File: src/rtl/simple_merger_pkg.sv
// Shared constants, state type and helpers for the 4-to-1 packet merger.
package simple_merger_pkg;

  localparam int NUM_PORTS = 4;
  localparam int PORT_W    = 2;

  typedef enum logic {IDLE, BUSY} state_e;

  function automatic logic [NUM_PORTS-1:0] onehot(input logic [PORT_W-1:0] idx);
    return NUM_PORTS'(1) << idx;
  endfunction

endpackage

File: src/rtl/simple_merger_if.sv
// Source-side and sink-side handshake bundle of the merger.
interface simple_merger_if #(parameter int WIDTH = 32);
  import simple_merger_pkg::*;

  logic [WIDTH-1:0]     din0;
  logic [WIDTH-1:0]     din1;
  logic [WIDTH-1:0]     din2;
  logic [WIDTH-1:0]     din3;
  logic [NUM_PORTS-1:0] din_valid;
  logic [NUM_PORTS-1:0] din_last;
  logic [NUM_PORTS-1:0] din_ready;
  logic [WIDTH-1:0]     dout;
  logic                 dout_valid;
  logic                 dout_last;
  logic [PORT_W-1:0]    dout_addr;
  logic                 dout_ready;

  // The merger itself.
  modport slave (
    input  din0, din1, din2, din3, din_valid, din_last, dout_ready,
    output din_ready, dout, dout_valid, dout_last, dout_addr
  );

  // Sources and sink driving the merger.
  modport master (
    output din0, din1, din2, din3, din_valid, din_last, dout_ready,
    input  din_ready, dout, dout_valid, dout_last, dout_addr
  );

endinterface

File: src/rtl/simple_merger_rr_arbiter4.sv
// Combinational 4-way round-robin arbiter; search starts at ptr+1 and wraps.
module rr_arbiter4
  import simple_merger_pkg::*;
(
  input  logic [NUM_PORTS-1:0] req,
  input  logic [PORT_W-1:0]    ptr,
  output logic [NUM_PORTS-1:0] gnt,
  output logic [PORT_W-1:0]    gnt_idx,
  output logic                 gnt_any
);

  logic [PORT_W-1:0] cand;

  // NOTE: every output gets a default before the search so no path leaves it unassigned (no latch).
  always_comb begin
    gnt_any = 1'b0;
    gnt_idx = '0;
    cand    = '0;
    for (int k = 0; k < NUM_PORTS; k++) begin
      cand = ptr + PORT_W'(k + 1);
      if (!gnt_any && req[cand]) begin
        gnt_any = 1'b1;
        gnt_idx = cand;
      end
    end
    gnt = gnt_any ? onehot(gnt_idx) : '0;
  end

endmodule

File: src/rtl/simple_merger.sv
// 4-to-1 packet merger: round-robin between packets, never interleaving beats,
// with a single registered output entry tagged by source index.
module simple_merger
  import simple_merger_pkg::*;
#(
  parameter int WIDTH = 32
) (
  input  logic            clk,
  input  logic            rst,
  simple_merger_if.slave  bus
);

  state_e               state, state_n;
  logic [PORT_W-1:0]    rr_ptr, rr_n;
  logic [PORT_W-1:0]    lock_idx, lock_n;

  logic [NUM_PORTS-1:0] arb_gnt;
  logic [PORT_W-1:0]    arb_idx;
  logic                 arb_any;

  logic                 slot_free;
  logic [NUM_PORTS-1:0] grant;
  logic [PORT_W-1:0]    sel_idx;
  logic                 sel_last;
  logic [WIDTH-1:0]     sel_data;
  logic                 accept;

  rr_arbiter4 u_arb (
    .req     (bus.din_valid),
    .ptr     (rr_ptr),
    .gnt     (arb_gnt),
    .gnt_idx (arb_idx),
    .gnt_any (arb_any)
  );

  assign slot_free = !bus.dout_valid || bus.dout_ready;
  // While a packet is open only its owner is eligible, valid or not, so a
  // stalled source produces bubbles instead of letting another port in.
  assign grant     = (state == BUSY) ? onehot(lock_idx) : arb_gnt;
  assign sel_idx   = (state == BUSY) ? lock_idx : arb_idx;
  assign bus.din_ready = slot_free ? grant : '0;
  assign accept    = |(bus.din_valid & bus.din_ready);
  assign sel_last  = bus.din_last[sel_idx];

  always_comb begin
    sel_data = '0;
    case (sel_idx)
      2'd0: sel_data = bus.din0;
      2'd1: sel_data = bus.din1;
      2'd2: sel_data = bus.din2;
      2'd3: sel_data = bus.din3;
      default: sel_data = '0;
    endcase
  end

  always_comb begin
    state_n = state;
    rr_n    = rr_ptr;
    lock_n  = lock_idx;
    if (accept) begin
      case (state)
        IDLE: begin
          if (sel_last) begin
            rr_n = sel_idx;
          end else begin
            state_n = BUSY;
            lock_n  = sel_idx;
          end
        end
        BUSY: begin
          if (sel_last) begin
            state_n = IDLE;
            rr_n    = lock_idx;
          end
        end
        default: state_n = IDLE;
      endcase
    end
  end

  // NOTE: state registers use non-blocking assignments so every flop samples pre-edge values.
  always_ff @(posedge clk) begin
    if (rst) begin
      state          <= IDLE;
      rr_ptr         <= 2'd3;
      lock_idx       <= '0;
      bus.dout       <= '0;
      bus.dout_valid <= 1'b0;
      bus.dout_last  <= 1'b0;
      bus.dout_addr  <= '0;
    end else begin
      state    <= state_n;
      rr_ptr   <= rr_n;
      lock_idx <= lock_n;
      if (accept) begin
        bus.dout       <= sel_data;
        bus.dout_valid <= 1'b1;
        bus.dout_last  <= sel_last;
        bus.dout_addr  <= sel_idx;
      end else if (slot_free) begin
        bus.dout       <= '0;
        bus.dout_valid <= 1'b0;
        bus.dout_last  <= 1'b0;
        bus.dout_addr  <= '0;
      end
    end
  end

endmodule

File: src/flat_wrapper.sv
// flat-port wrapper written by rule: the top's interface ports become plain ports
module simple_merger_flat import simple_merger_pkg::*;
#(
  parameter int WIDTH = 32
)
  (clk, rst, bus_din0, bus_din1, bus_din2, bus_din3, bus_din_valid, bus_din_last, bus_dout_ready, bus_din_ready, bus_dout, bus_dout_valid, bus_dout_last, bus_dout_addr);
  simple_merger_if #(.WIDTH(WIDTH)) bus_i ();
  input  logic clk;
  input  logic rst;
  input wire logic [$bits(bus_i.din0)-1:0] bus_din0;
  input wire logic [$bits(bus_i.din1)-1:0] bus_din1;
  input wire logic [$bits(bus_i.din2)-1:0] bus_din2;
  input wire logic [$bits(bus_i.din3)-1:0] bus_din3;
  input wire logic [$bits(bus_i.din_valid)-1:0] bus_din_valid;
  input wire logic [$bits(bus_i.din_last)-1:0] bus_din_last;
  input wire logic [$bits(bus_i.dout_ready)-1:0] bus_dout_ready;
  output wire logic [$bits(bus_i.din_ready)-1:0] bus_din_ready;
  output wire logic [$bits(bus_i.dout)-1:0] bus_dout;
  output wire logic [$bits(bus_i.dout_valid)-1:0] bus_dout_valid;
  output wire logic [$bits(bus_i.dout_last)-1:0] bus_dout_last;
  output wire logic [$bits(bus_i.dout_addr)-1:0] bus_dout_addr;
  assign bus_i.din0 = bus_din0;
  assign bus_i.din1 = bus_din1;
  assign bus_i.din2 = bus_din2;
  assign bus_i.din3 = bus_din3;
  assign bus_i.din_valid = bus_din_valid;
  assign bus_i.din_last = bus_din_last;
  assign bus_i.dout_ready = bus_dout_ready;
  assign bus_din_ready = bus_i.din_ready;
  assign bus_dout = bus_i.dout;
  assign bus_dout_valid = bus_i.dout_valid;
  assign bus_dout_last = bus_i.dout_last;
  assign bus_dout_addr = bus_i.dout_addr;
  simple_merger #(.WIDTH(WIDTH)) u_core (.clk(clk), .rst(rst), .bus(bus_i));
endmodule
File: config.mk
export PLATFORM = sky130hd
export DESIGN_NAME = simple_merger_flat
export DESIGN_NICKNAME = d
export VERILOG_FILES = /design/src/rtl/simple_merger_pkg.sv /design/src/rtl/simple_merger_if.sv /design/src/rtl/simple_merger_rr_arbiter4.sv /design/src/rtl/simple_merger.sv /design/src/flat_wrapper.sv
export SDC_FILE = /design/constraint.sdc
export NUM_CORES = 1
export LEC_CHECK = 0
export BUFFER_PORTS_ARGS = -buffer_cell sky130_fd_sc_hd__clkbuf_2
export CORE_UTILIZATION = 43
export CTS_CLUSTER_SIZE = 20
export DETAILED_ROUTE_END_ITERATION = 10
export PLACE_DENSITY = 0.81
export SLEW_MARGIN = 30
export SYNTH_ARGS = -nofsm -noshare
export SYNTH_HDL_FRONTEND = slang
export SYNTH_SLANG_ARGS = --single-unit
File: constraint.sdc
create_clock -name clk -period 2.6 [get_ports clk]
set_input_delay 0 -clock clk [delete_from_list [all_inputs] [get_ports clk]]
set_output_delay 0 -clock clk [all_outputs]
set_load 0.005 [all_outputs]
==> results.json <==
{
  "dieArea_um2": 6824,
  "io_pins": 179,
  "grt_pass1_wl_um": 14370,
  "cp-start-kind": "flip-flop",
  "gr-total-overflow": 0,
  "switching_share": 0.4255,
  "synth-edff-count": 0,
  "die_x_um": 82.61,
  "internal_power_w": 0.002092,
  "routed.top_layer": "met4",
  "combinationalPowerShare": 0.575,
  "yosys_most_used_dff": "dfxtp_1",
  "drive_gt1_frac": 0.3931,
  "hold_depth": 3,
  "insertedDiodeCount": 0,
  "fin_area_um2": 3938,
  "drt_iter0_drc": 190,
  "switching_power_w": 0.001549,
  "ys_ff_latch": 41,
  "synth_fp_nets": 517,
  "cts_buffers": 5,
  "yosysWarnings": 0,
  "drv_slew": 0,
  "p_seq_frac": 0.288,
  "clock_latency_ns": 0.30,
  "grt_use_total": 0.2760,
  "crit_slowest_cell": "dfxtp_1",
  "vias_per_cell": 5.755,
  "synthCells": 378,
  "area_growth_syn_to_layout_pct": 40.93,
  "period_share": 0.9457,
  "yosysMostFrequentCell": "o21ai_0",
  "htree_levels": 2,
  "crit_path_max_fanout": 28,
  "drv_cap": 0,
  "max_stage_delay_ns": 0.40,
  "drc": 0,
  "rows": 29,
  "power_density_nw_per_um2": 924.8,
  "relSlewSlack": 0.6431,
  "arrival_ns": 2.46,
  "hold_viol": 0,
  "holdWs_ns": 0.009057,
  "crit_required_ns": 2.60,
  "rrSetupSlack_ns": 0.18,
  "clk_pin_slew_worst_paths_ns": 0.08,
  "crit_chain": "nor2b_4 > o21a_2 > or3_4 > o32ai_4 > buf_4 > and2_1 > clkbuf_2",
  "crit_type": "flip-flop to output pin",
  "vdd_ir_drop_max_mv": 0.4362,
  "finClkSkew_ns": 0.01063,
  "clock.fmax_mhz": 406.7,
  "endpoint_kind": "output pin",
  "dieHeight_um": 82.61,
  "clockPowerShare": 0.137,
  "grt_max_degree": 33,
  "ys_top_cells_by_area": "dfxtp_1, o22ai_1, o21ai_0",
  "cp_num_buf_inv": 2,
  "cp_top_family": "simple AND/OR/NAND/NOR gates",
  "gp_routability_congestion": 0.8824,
  "wl_um": 10000,
  "drt_first_pass_iters": 5,
  "synthArstFlopShare": 0,
  "drtAntennaViolNets": 0,
  "post-route-min-period_ns": 2.459,
  "dp_hpwl_um": 7380,
  "portBuffers": 178,
  "worstMarginPinSlew_ns": 0.5348,
  "reg2reg_to": "u_core.lock_idx[1]$_SDFFE_PP0P_",
  "ys_types": 48,
  "cellLeakagePower_nw": 1.846,
  "syn_area_um2": 2794,
  "wl_met2_um": 4948,
  "finalSetupTns_ns": 0,
  "min_from": "bus_din0[28]",
  "ys_seq_area_frac": 0.2938,
  "yosys.area.top_type_share": 0.2938,
  "status": "complete, no violations",
  "clock-sinks": 41,
  "start_util": 0.4425,
  "finalSetupViolations": 0,
  "wl_per_cell_um": 15.90,
  "cts_tree": "done",
  "synth_common_cells": "o21ai_0, o22ai_1, nor2_1",
  "reg2reg_depth": 7,
  "grt_pass1_vias": 3135,
  "place_inst": 615,
  "core-area_um2": 6314,
  "min_to": "u_core.bus.dout[28]$_SDFFE_PP0P_",
  "synth_area_leader_cell": "dfxtp_1",
  "antenna_found_initial": 0,
  "dr_wl_met3_um": 881,
  "nets": 691,
  "dpl_cell_area_um2": 3762,
  "r2r_start": "u_core.rr_ptr[0]$_SDFFE_PP1P_",
  "num_vias": 3620,
  "synth_area_per_cell_um2": 7.391,
  "wl_met1_um": 4066,
  "cts_buffer_depth": 2,
  "root_buffer": "clkbuf_8",
  "postCtsSetupBuffers": 0,
  "hold_class": "input pin to flip-flop",
  "fin_cells": 629,
  "rsz0062_at_grt": "no"
}
-- cells in the final DEF (no fill, tap or decap), types with 2 or more instances in the layout --
master	Yosys	routed
mux2_1	2	2
dlygate4sd3_1	0	7
nor2_1	46	45
nor2b_1	4	4
o21a_1	2	2
buf_4	3	16
inv_1	5	5
o21ai_1	5	5
dfxtp_1	41	41
mux2i_1	3	3
o211ai_1	2	2
nand2b_1	3	3
and2_1	5	5
a31oi_1	2	2
o21ai_0	55	55
nand2_1	44	44
o22ai_1	53	53
a21oi_1	11	11
clkbuf_8	0	5
a22o_1	27	27
clkbuf_2	0	178
nand3_1	4	4
o31ai_1	5	5
-- registers in the layout, indices dropped and copies added, names as in the netlist --
register               count
u_core.bus.dout_last       1
u_core.lock_idx            2
u_core.state               1
u_core.rr_ptr              2
u_core.bus.dout_addr       2
u_core.bus.dout_valid      1
u_core.bus.dout           32
-- logic make-up (layout without fill, tap and decap cells) --
kind of cell | count (synthesis) | count (layout) | synth area share
mux | 5 | 5 | 0.01881
flops | 41 | 41 | 0.2938
compound gates | 180 | 180 | 0.4478
simple gates | 113 | 113 | 0.1791
buf+inv | 39 | 213 | 0.06046
-- final cells by class --
class | instances | area (um2)
clock buffer | 5 | 68.82
timing repair buffer | 201 | 1081
fill | 605 | 2376
tap | 77 | 96.34
sequential | 41 | 820.8
inverter | 5 | 18.77
multi-input combinational | 298 | 1817
clock inverter | 2 | 35.03
-- how the worst max path moves through the flow --
stage                                        startpoint                               end  cells after the start
final                     u_core.rr_ptr[0]$_SDFFE_PP1P_                  bus_din_ready[2]                      7
after global placement    u_core.rr_ptr[0]$_SDFFE_PP1P_  u_core.bus.dout[26]$_SDFFE_PP0P_                      8
after global routing      u_core.rr_ptr[1]$_SDFFE_PP1P_   u_core.lock_idx[0]$_SDFFE_PP0P_                      7
after floorplan           u_core.rr_ptr[0]$_SDFFE_PP1P_   u_core.lock_idx[0]$_SDFFE_PP0P_                      7
after detailed placement  u_core.rr_ptr[0]$_SDFFE_PP1P_  u_core.bus.dout[18]$_SDFFE_PP0P_                      8
after CTS                 u_core.rr_ptr[0]$_SDFFE_PP1P_  u_core.bus.dout[18]$_SDFFE_PP0P_                      8
-- power by group through the flow --
stage               logic, W  registers, W  clock network, W
finish               0.00209       0.00105          0.000499
global route         0.00230       0.00107          0.000537
CTS                  0.00207       0.00105          0.000508
detailed placement   0.00206       0.00106                 0
global placement     0.00201       0.00105                 0
floorplan            0.00131       0.00106                 0
-- per-stage QoR --
stage | power [W] | util | setup slack [ns]
after detailed placement | 0.003121 | 0.5959 | 0.1106
after floorplan | 0.002377 | - | 0.3252
after global routing | 0.003910 | 0.6237 | 0.03635
final | 0.003642 | 0.6237 | 0.1412
after global placement | 0.003060 | 0.5959 | 0.2510
after CTS | 0.003629 | 0.6235 | 0.08034
-- worst reg2reg max path, stage by stage, from the launching register on --
cell and delay, ns:
dfxtp_1 0.40, nand2b_1 0.21, a21oi_2 0.13, o311ai_0 0.40
o311a_1 0.27, o21ai_0 0.15, a2111oi_4 0.40, mux2_1 0.36
-- what timing repair did --
action / in CTS / in global routing
endpoints found under the setup margin: 0 / 22
hold buffers: 7 / 0
hold endpoints to repair: 7 / 0
gates resized for setup: 0 / 1
-- routing by layer --
| metal | track usage | up-vias |
|---|---|---|
| li1 | - | 1757 |
| met1 | 0.3397 | 1672 |
| met2 | 0.4793 | 181 |
| met3 | 0.05934 | 10 |
| met4 | 0.08276 | 0 |
| met5 | 0 | - |
No activity file was read; power rests on OpenSTA's default activity.
